$ cat src/rtl/rv32_pkg.sv
// ----------------------------------------------------------------------------
// rv32_pkg
//  Shared types for the integer register-file write-back slice.
//  XLEN       : data width of results and of the register file
//  reg_idx_t  : architectural register index (x0..x31)
//  wb_entry_t : one pending write-back result {rd, data}
// ----------------------------------------------------------------------------
package rv32_pkg;

   localparam int XLEN  = 32;
   localparam int NREGS = 32;

   typedef logic [4:0] reg_idx_t;

   typedef struct packed {
      reg_idx_t          rd;
      logic [XLEN-1:0]   data;
   } wb_entry_t;

endpackage : rv32_pkg

$ cat src/rtl/rf_wb_fifo.sv
// ----------------------------------------------------------------------------
// rf_wb_fifo
//  Synchronous FIFO of wb_entry_t used to hold load results waiting for the
//  register-file write port. Only the pointers are reset; the storage is not.
//  The head entry is presented combinationally so it can be popped straight
//  into the write-port register in the same cycle.
// Ports
//  clk, rst_n   clock, asynchronous active-low reset
//  push_i       write din_i at the tail (caller guarantees !full_o)
//  din_i        entry to push
//  pop_i        drop the head entry (caller guarantees !empty_o)
//  dout_o       current head entry
//  full_o       all DEPTH entries occupied
//  empty_o      no entries
// ----------------------------------------------------------------------------
module rf_wb_fifo
   import rv32_pkg::*;
#(
   parameter int DEPTH = 2
) (
   input  logic      clk,
   input  logic      rst_n,
   input  logic      push_i,
   input  wb_entry_t din_i,
   input  logic      pop_i,
   output wb_entry_t dout_o,
   output logic      full_o,
   output logic      empty_o
);

   localparam int AW = $clog2(DEPTH);
   localparam int IW = (AW > 0) ? AW : 1;
   // One extra pointer bit distinguishes full from empty when indices match.
   localparam int PW = AW + 1;

   wb_entry_t       mem [DEPTH];
   logic [PW-1:0]   wr_ptr_q, wr_ptr_d;
   logic [PW-1:0]   rd_ptr_q, rd_ptr_d;
   logic [IW-1:0]   wr_idx, rd_idx;

   generate
      if (AW > 0) begin : g_idx
         assign wr_idx = wr_ptr_q[IW-1:0];
         assign rd_idx = rd_ptr_q[IW-1:0];
      end else begin : g_idx_single
         assign wr_idx = '0;
         assign rd_idx = '0;
      end
   endgenerate

   assign empty_o  = (wr_ptr_q == rd_ptr_q);
   // MSBs differ and index bits equal <=> pointer XOR equals DEPTH.
   assign full_o   = ((wr_ptr_q ^ rd_ptr_q) == PW'(DEPTH));
   assign dout_o   = mem[rd_idx];

   assign wr_ptr_d = push_i ? wr_ptr_q + PW'(1) : wr_ptr_q;
   assign rd_ptr_d = pop_i  ? rd_ptr_q + PW'(1) : rd_ptr_q;

   always_ff @(posedge clk or negedge rst_n) begin
      if (!rst_n) begin
         wr_ptr_q <= '0;
         rd_ptr_q <= '0;
      end else begin
         wr_ptr_q <= wr_ptr_d;
         rd_ptr_q <= rd_ptr_d;
      end
   end

   always_ff @(posedge clk) begin
      if (push_i) begin
         mem[wr_idx] <= din_i;
      end
   end

endmodule : rf_wb_fifo

$ cat src/rtl/rf_writeback.sv
// ----------------------------------------------------------------------------
// rf_writeback
//  Write-side driver of the integer register file. Merges single-cycle ALU
//  results and queued multi-cycle load results onto the single write port and
//  keeps a pending-write scoreboard for decode hazard checks.
//  Data width is rv32_pkg::XLEN.
// Ports
//  clk, rst_n                  clock, asynchronous active-low reset
//  issue_valid/long/rd         instruction issue; long => rd written by a load
//  issue_rd_busy               pending[issue_rd] (WAW), 0 for x0
//  rs1, rs2 / rs1_busy,rs2_busy source hazard queries, 0 for x0
//  alu_valid/rd/data           ALU result, never stalled
//  load_valid/rd/data          load result offer; load_ready = queue not full
//  rf_wr/rf_rd/rf_wrdata       registered register-file write port
// ----------------------------------------------------------------------------
module rf_writeback
   import rv32_pkg::*;
#(
   parameter int LQ_DEPTH = 2
) (
   input  logic             clk,
   input  logic             rst_n,
   input  logic             issue_valid,
   input  logic             issue_long,
   input  logic [4:0]       issue_rd,
   output logic             issue_rd_busy,
   input  logic [4:0]       rs1,
   input  logic [4:0]       rs2,
   output logic             rs1_busy,
   output logic             rs2_busy,
   input  logic             alu_valid,
   input  logic [4:0]       alu_rd,
   input  logic [XLEN-1:0]  alu_data,
   input  logic             load_valid,
   output logic             load_ready,
   input  logic [4:0]       load_rd,
   input  logic [XLEN-1:0]  load_data,
   output logic             rf_wr,
   output logic [4:0]       rf_rd,
   output logic [XLEN-1:0]  rf_wrdata
);

   // ---------------------------------------------------------------- select
   wb_entry_t        fifo_din, fifo_head;
   logic             fifo_push, fifo_pop, fifo_full, fifo_empty;
   logic             alu_win, load_xfer, load_keep, bypass;

   assign alu_win    = alu_valid && (alu_rd != '0);
   assign load_ready = !fifo_full;
   assign load_xfer  = load_valid && load_ready;
   // rd==0 loads are accepted but never stored or written.
   assign load_keep  = load_xfer && (load_rd != '0);
   assign fifo_pop   = !alu_win && !fifo_empty;
   // Bypass only when nothing older is queued, which keeps loads in order.
   assign bypass     = !alu_win && fifo_empty && load_keep;
   assign fifo_push  = load_keep && !bypass;
   assign fifo_din   = '{rd: load_rd, data: load_data};

   rf_wb_fifo #(
      .DEPTH   (LQ_DEPTH)
   ) u_fifo (
      .clk     (clk),
      .rst_n   (rst_n),
      .push_i  (fifo_push),
      .din_i   (fifo_din),
      .pop_i   (fifo_pop),
      .dout_o  (fifo_head),
      .full_o  (fifo_full),
      .empty_o (fifo_empty)
   );

   // ------------------------------------------------------- write-port reg
   logic             rf_wr_q, rf_wr_d;
   logic [4:0]       rf_rd_q, rf_rd_d;
   logic [XLEN-1:0]  rf_wrdata_q, rf_wrdata_d;
   logic             src_load_q, src_load_d;

   always_comb begin
      rf_wr_d     = 1'b0;
      rf_rd_d     = rf_rd_q;
      rf_wrdata_d = rf_wrdata_q;
      src_load_d  = src_load_q;
      if (alu_win) begin
         rf_wr_d     = 1'b1;
         rf_rd_d     = alu_rd;
         rf_wrdata_d = alu_data;
         src_load_d  = 1'b0;
      end else if (fifo_pop) begin
         rf_wr_d     = 1'b1;
         rf_rd_d     = fifo_head.rd;
         rf_wrdata_d = fifo_head.data;
         src_load_d  = 1'b1;
      end else if (bypass) begin
         rf_wr_d     = 1'b1;
         rf_rd_d     = load_rd;
         rf_wrdata_d = load_data;
         src_load_d  = 1'b1;
      end
   end

   always_ff @(posedge clk or negedge rst_n) begin
      if (!rst_n) begin
         rf_wr_q     <= 1'b0;
         rf_rd_q     <= '0;
         rf_wrdata_q <= '0;
         src_load_q  <= 1'b0;
      end else begin
         rf_wr_q     <= rf_wr_d;
         rf_rd_q     <= rf_rd_d;
         rf_wrdata_q <= rf_wrdata_d;
         src_load_q  <= src_load_d;
      end
   end

   assign rf_wr     = rf_wr_q;
   assign rf_rd     = rf_rd_q;
   assign rf_wrdata = rf_wrdata_q;

   // ------------------------------------------------------------ scoreboard
   // A bit clears on the edge the register file captures the load data, so
   // busy falls exactly when the value becomes readable. Set beats clear.
   logic [NREGS-1:1] pending_q, pending_d;
   logic [NREGS-1:0] pend_vec;
   logic             set_en, clr_en;

   assign set_en = issue_valid && issue_long;
   assign clr_en = rf_wr_q && src_load_q;

   genvar gi;
   generate
      for (gi = 1; gi < NREGS; gi++) begin : g_pend
         assign pending_d[gi] = (set_en && (issue_rd == reg_idx_t'(gi))) ||
                                (pending_q[gi] && !(clr_en && (rf_rd_q == reg_idx_t'(gi))));
      end
   endgenerate

   always_ff @(posedge clk or negedge rst_n) begin
      if (!rst_n) begin
         pending_q <= '0;
      end else begin
         pending_q <= pending_d;
      end
   end

   // Bit 0 is hard-wired low so x0 queries never report busy.
   assign pend_vec      = {pending_q, 1'b0};
   assign issue_rd_busy = pend_vec[issue_rd];
   assign rs1_busy      = pend_vec[rs1];
   assign rs2_busy      = pend_vec[rs2];

   // ------------------------------------------------------ protocol checks
   // Re-issuing to an rd whose load is being written back on this very edge
   // is tolerated: the set takes effect after the clear.
   a_no_waw_issue: assert property (@(posedge clk) disable iff (!rst_n)
      (issue_valid && issue_long && issue_rd_busy) |-> (clr_en && (rf_rd_q == issue_rd)));

   a_alu_not_pending: assert property (@(posedge clk) disable iff (!rst_n)
      alu_win |-> !pend_vec[alu_rd]);

   a_load_pending: assert property (@(posedge clk) disable iff (!rst_n)
      load_keep |-> pend_vec[load_rd]);

endmodule : rf_writeback

$ cat config.mk
export PLATFORM = sky130hd
export DESIGN_NAME = rf_writeback
export DESIGN_NICKNAME = d
export VERILOG_FILES = /design/src/rtl/rv32_pkg.sv /design/src/rtl/rf_wb_fifo.sv /design/src/rtl/rf_writeback.sv
export SDC_FILE = /design/constraint.sdc
export NUM_CORES = 1
export LEC_CHECK = 0
export ABC_AREA = 1
export CORE_MARGIN = 2
export CORE_UTILIZATION = 48
export CTS_CLUSTER_DIAMETER = 150
export DETAILED_ROUTE_END_ITERATION = 16
export HOLD_SLACK_MARGIN = 0.05
export PLACE_DENSITY_LB_ADDON = 0.2
export SLEW_MARGIN = 20
export SYNTH_ARGS = -nofsm -noshare
export SYNTH_HDL_FRONTEND = slang
export SYNTH_HIERARCHICAL = 1
export SYNTH_SLANG_ARGS = --single-unit
$ cat constraint.sdc
create_clock -name clk -period 3.8 [get_ports clk]
set_clock_uncertainty 0.1 [all_clocks]
set_input_delay 0.38 -clock clk [delete_from_list [all_inputs] [get_ports clk]]
set_output_delay 0.38 -clock clk [all_outputs]
set_load 0.03 [all_outputs]
---- Word level (Yosys, flattened, before mapping) ----
Memory sizes are Yosys's and may differ from the RTL's.
Cells that the tools add are included.
word-level totals
  bits in registers ....................... 74
  bits in writable memories ............... 74
  output and inout port bits .............. 42
  memories kept ........................... 1
operators by class
  $add $sub $neg .......................... 2
  order comparisons ....................... 3
  equal/unequal tests ..................... 64
  multiplexer cells ....................... 20
  bitwise logic cells ..................... 1
  reduce and logical (&&, ||, !) cells .... 171
memories
  name        depth  bits a word  read ports  clocked after Yosys merged registers in  write ports  line              RTL
  u_fifo.mem  2      37           1           0                                        1            rf_wb_fifo.sv:36  wb_entry_t mem [DEPTH];
operators with widths
  kind                                                 count
  equality test 5 bit, second input constant           32
  logical AND 1 bit                                    102
  2-to-1 mux 32 bit                                    3
  equality test 5 x 4 -> 1 bit, second input constant  16
  equality test 5 x 3 -> 1 bit, second input constant  8
  zero test 1 bit                                      35
  logical OR 1 bit                                     31
  equality test 5 x 2 -> 1 bit, second input constant  4
  < comparator 5 x 6 -> 1 bit, second input constant   3
  binary-select mux 1 bit (select 5 bit)               3
  2-to-1 mux 5 bit                                     3
  2-to-1 mux 1 bit                                     11
  equality test 5 x 1 -> 1 bit, second input constant  2
  nonzero test 5 bit                                   2
  adder 2 x 1 -> 2 bit, second input constant          2
  nonzero test 3 bit                                   1
  equality test 2 bit                                  1
  equality test 2 bit, second input constant           1
  bitwise XOR 2 bit                                    1

---- Logic depth before layout (Yosys ltp) ----
  depth in word-level cells ............... 10
  mapped depth ............................ 14

---- Cells and area by module ----
Netlist, hierarchy kept.
by module, submodules not included
  module        times used  cells an instance  area each (µm²)
  rf_writeback  1           784                4,901.0
  rf_wb_fifo    1           222                2,915.3

---- Worst setup path before layout ----
OpenSTA, ideal clock, no wires.
  path type ............................... reg2reg
  start ................................... register u_fifo.rd_ptr_q[0]
  end ..................................... memory u_fifo/mem[0][0] (netlist name) (enable)
  arrival ................................. 3.191 ns
  data required time ...................... 3.269 ns
  path slack .............................. 0.078 ns
  cell stages (with the launch flop) ...... 14
  path buffers ............................ 3
  period minus slack after synthesis ...... 3.722 ns
  path through ............................ dfrtp_1 buf_2 inv_2 buf_6 nand2_1 nand2_1 nor2_1 inv_2 nand2_1 o21bai_4 buf_2 nor2_1 inv_1 nor2_1
on the way
  longest elaborated chain between the ends .. 10
  elaborated cells between the ends (all ways) .. 12
  classes of those cells .................. 2 x eq/ne; 2 x mux; 1 x bitwise; 7 x reduce/logical
ends and longest elaborated chain
  what                                        line                RTL
  start: declaration                          rf_wb_fifo.sv:38    logic [PW-1:0] rd_ptr_q, rd_ptr_d;
  start signal: assignment                    rf_wb_fifo.sv:65    rd_ptr_q <= rd_ptr_d;
  bitwise XOR 2 bit (*)                       rf_wb_fifo.sv:53    assign full_o = ((wr_ptr_q ^ rd_ptr_q) == PW'(DEPTH));
  equality test 2 bit (*)                     rf_wb_fifo.sv:53
  named net fifo_full                         rf_writeback.sv:45  logic fifo_push, fifo_pop, fifo_full, fifo_empty;
  zero test 1 bit (*)                         rf_writeback.sv:49  assign load_ready = !fifo_full;
  named net load_ready                        rf_writeback.sv:35  output logic load_ready,
  logical AND 1 bit (*)                       rf_writeback.sv:50  assign load_xfer = load_valid && load_ready;
  logical AND 1 bit (*)                       rf_writeback.sv:52  assign load_keep = load_xfer && (load_rd != '0);
  logical AND 1 bit                           rf_writeback.sv:55  assign bypass = !alu_win && fifo_empty && load_keep;
  zero test 1 bit                             rf_writeback.sv:56  assign fifo_push = load_keep && !bypass;
  logical AND 1 bit (*)                       rf_writeback.sv:56
  named net fifo_push                         rf_writeback.sv:45
  2-to-1 mux 1 bit (*)                        rf_wb_fifo.sv:70    if (push_i) begin
  2-to-1 mux 1 bit (not written as such) (*)  rf_wb_fifo.sv:71    mem[wr_idx] <= din_i;
  end: declaration                            rf_wb_fifo.sv:36
Mark *: on every way through the listed nets, which the timed path passes. The rest lies on a longest branch.

---- Worst setup path in the final report ----
  start ................................... input rs2[0]
  end ..................................... output rs2_busy
on the way
  longest elaborated chain between the ends .. 2
ends and longest elaborated chain
  what                                    line                 RTL
  start: declaration                      rf_writeback.sv:28   input logic [4:0] rs2,
  binary-select mux 1 bit (select 5 bit)  rf_writeback.sv:149  assign rs2_busy = pend_vec[rs2];
  2-to-1 mux 1 bit (not written as such)  rf_writeback.sv:149
  end: declaration                        rf_writeback.sv:30   output logic rs2_busy,
No other way between the ends. The select of a mux whose other input is x is not followed.

==> results_dict.tcl <==
set metrics [dict create \
    max_freq_mhz 321 \
    finalWirelength_mm 20.8 \
    finalCritPeriodShare 0.819 \
    worstPathRequired_ns 3.32 \
    r2r-start "u_fifo/rd_ptr_q[0]" \
    routed_via_density 5.11 \
    cts-root-buf "clkbuf_16" \
    drt_iter0_markers 556 \
    die-area_um2 17300 \
    die_h_um 132 \
    power.density_nw_per_um2 795 \
    antenna_left 0 \
    path_cells "clkdlybuf4s50_1 -> inv_2 -> nand2_1 -> nand3_1 -> nand3_1 -> nand3_1 -> nand2_1 -> nand2_1 -> nand2_1 -> clkdlybuf4s50_1" \
    min_path_type "register to register" \
    synth_top_area_cell "edfxtp_1" \
    cp_max_fo 17 \
    post_cts_buffers 0 \
    setup_violations 0 \
    cp_data_arrival_time_ns 2.63 \
    yosysMostFrequentCell "nand2_1" \
    num_antenna_cells 0 \
    grt_pass1_wl_mm 33.7 \
    grt_usage 0.248 \
    nets 1222 \
    post_drt_wl_per_cell_um 15.3 \
    start_kind "input port" \
    maxSlewHeadroom 0.347 \
    gp_congestion 0.957 \
    synth.cell_area_um2 7820 \
    synthTopCellsByArea "edfxtp_1 28%, dfrtp_1 24%, nand2_1 20%, nand3_1 9.0%, o21ai_0 3.8%" \
    synth_warnings 6 \
    drive_above_1_share 0.0649 \
    clock_latency_ns 0.43 \
    cts_buffer_depth 2 \
    reg2reg_to "u_fifo/mem[1][11]" \
    hpwl_mm 13.6 \
    whs_path_depth 2 \
    layout.cells.non_filler 1356 \
    path_clk_slew_ns 0.06 \
    ys.flop_type "edfxtp_1" \
    power_mw 7.86 \
    crit_type "input port to output port" \
    grt_antenna_before_repair 0 \
    overflow 0 \
    grt_max_degree 75 \
    ys_seq_elements 148 \
    rsz0062_at_grt "no" \
    reg2reg_depth 11 \
    numPortBuffers 136 \
    synth_top_area_frac 0.284 \
    outcome "completed" \
    synthArstFlopShare 0.500 \
    slowest_stage "clkdlybuf4s50_1" \
    reg2reg_setup_slack_ns 1.27 \
    drc 0 \
    postSynthAreaPerCell_um2 7.77 \
    fin_ws_ns 0.686 \
    core_um2 15900 \
    hold_end "rf_wrdata[0]" \
    slew_violations 0 \
    finalHoldViolCount 0 \
    numCtsBuffers 17 \
    rows 46 \
    ys_top_cells_by_count "414 x nand2_1, 141 x nand3_1, 75 x inv_1" \
    start_util 0.492 \
    vias 6931 \
    synth_edf_count 74 \
    grt_pass1_vias 6555 \
    clock-sinks 148 \
    synthCells 1006 \
    tns_ns 0 \
    ioPinCount 137 \
    vdd_drop_max_mv 0.423 \
    p_leak_nw 4.56 \
    cap_violations 0 \
    post-place-ws_ns 0.697 \
    synthesis.nets 1101 \
    cts_tree "built" \
    hold_start "rf_wrdata[0]" \
    yosysSeqAreaShare 0.521 \
    period_minus_slack_ns 3.11 \
    slowest_delay_ns 0.84 \
    dp_cells 1323 \
    tightest_slew_ns 0.979 \
    ys_types 26 \
    die_w_um 132 \
    final_area_um2 9890 \
    dpl_cell_area_um2 9300 \
    htreeDepth 4 \
    syn2layout_area_growth_pct 26.5 \
    crit_top_cell "nand2_1" \
    critPathCaptureType "output port" \
    first_pass_iters 7 \
]
[layout make-up]
type | count | area [µm²]
timing repair buffer | 151 | 1500
tap | 216 | 270
clock inverter | 9 | 65.1
clock buffer | 23 | 512
sequential | 148 | 4070
multi-input combinational | 727 | 3160
inverter | 82 | 308
fill | 1426 | 6000
[metrics by stage]
stage                     hold WS (ns)   util
final                            0.409  0.622
after global routing             0.424  0.622
after CTS                        0.412  0.622
after detailed placement         0.398  0.585
after global placement           0.390  0.585
after floorplan                -0.0156      -
[flip-flops by register name (all words and copies together) (netlist names)]
| name | cells |
|---|---|
| pending_q | 31 |
| rf_rd | 5 |
| rf_wr | 1 |
| rf_wrdata | 32 |
| src_load_q | 1 |
| u_fifo/mem | 74 |
| u_fifo/rd_ptr_q | 2 |
| u_fifo/wr_ptr_q | 2 |
[kinds of logic (layout without fill, tap and decap cells)]
kind of cell / count (synthesis) / after routing / share of synthesized area
XOR/XNOR: 4 / 4 / 0.00448
AO/OA/AOI/OAI: 76 / 76 / 0.0544
flip-flops: 148 / 148 / 0.521
AND/OR/NAND/NOR: 647 / 647 / 0.343
buffers and inverters: 131 / 265 / 0.0765
[metal layers]
metal / wire (µm) / part of all wire / track usage / vias to the layer above
li1: - / - / - / 3466
met1: 9080 / 0.44 / 0.332 / 3163
met2: 9460 / 0.45 / 0.381 / 269
met3: 1800 / 0.086 / 0.0775 / 33
met4: 467 / 0.022 / 0.0876 / 0
met5: 0 / 0 / 0 / -
[worst max-delay path by stage]
stage	slack, ns	start	end
after CTS	0.69	rs2[0]	rs2_busy
after detailed placement	0.70	rs2[0]	rs2_busy
final	0.69	rs2[0]	rs2_busy
after global routing	0.46	rs2[0]	rs2_busy
after global placement	0.73	issue_rd[0]	issue_rd_busy
after floorplan	0.08	u_fifo/rd_ptr_q[0]	u_fifo/mem[0][0]
[cell usage in the layout, fill, tap and decap left out, drive strengths merged, types with 15 or more instances in the layout]
cell type      synthesis  layout
clkdlybuf4s50          0     135
edfxtp                74      74
clkbuf                 7      23
nand2                416     416
or2                   21      21
nand3                142     142
buf                   42      15
dfrtp                 74      74
o21ai                 65      65
inv                   82      84
nor2                  66      66
[power by group]
part	internal [mW]	total [mW]	switching, mW	leakage (nW)
clock network	0.955	1.61	0.655	0.284
registers	2.34	2.83	0.495	1.55
logic	1.24	3.42	2.18	2.73
[critical path, delay by kind of cell]
| family | cells | cell delay [ns] |
|---|---|---|
| buf+inv | 3 | 1.74 |
| simple gates | 7 | 0.50 |
[what timing repair did]
| item | 4_1_cts | 5_1_grt |
|---|---|---|
| gates resized for setup | 0 | 0 |
| hold buffers | 1 | 0 |
| endpoints found under the hold margin | 23 | 0 |
Note: power is estimated with default switching activity, not from simulation.
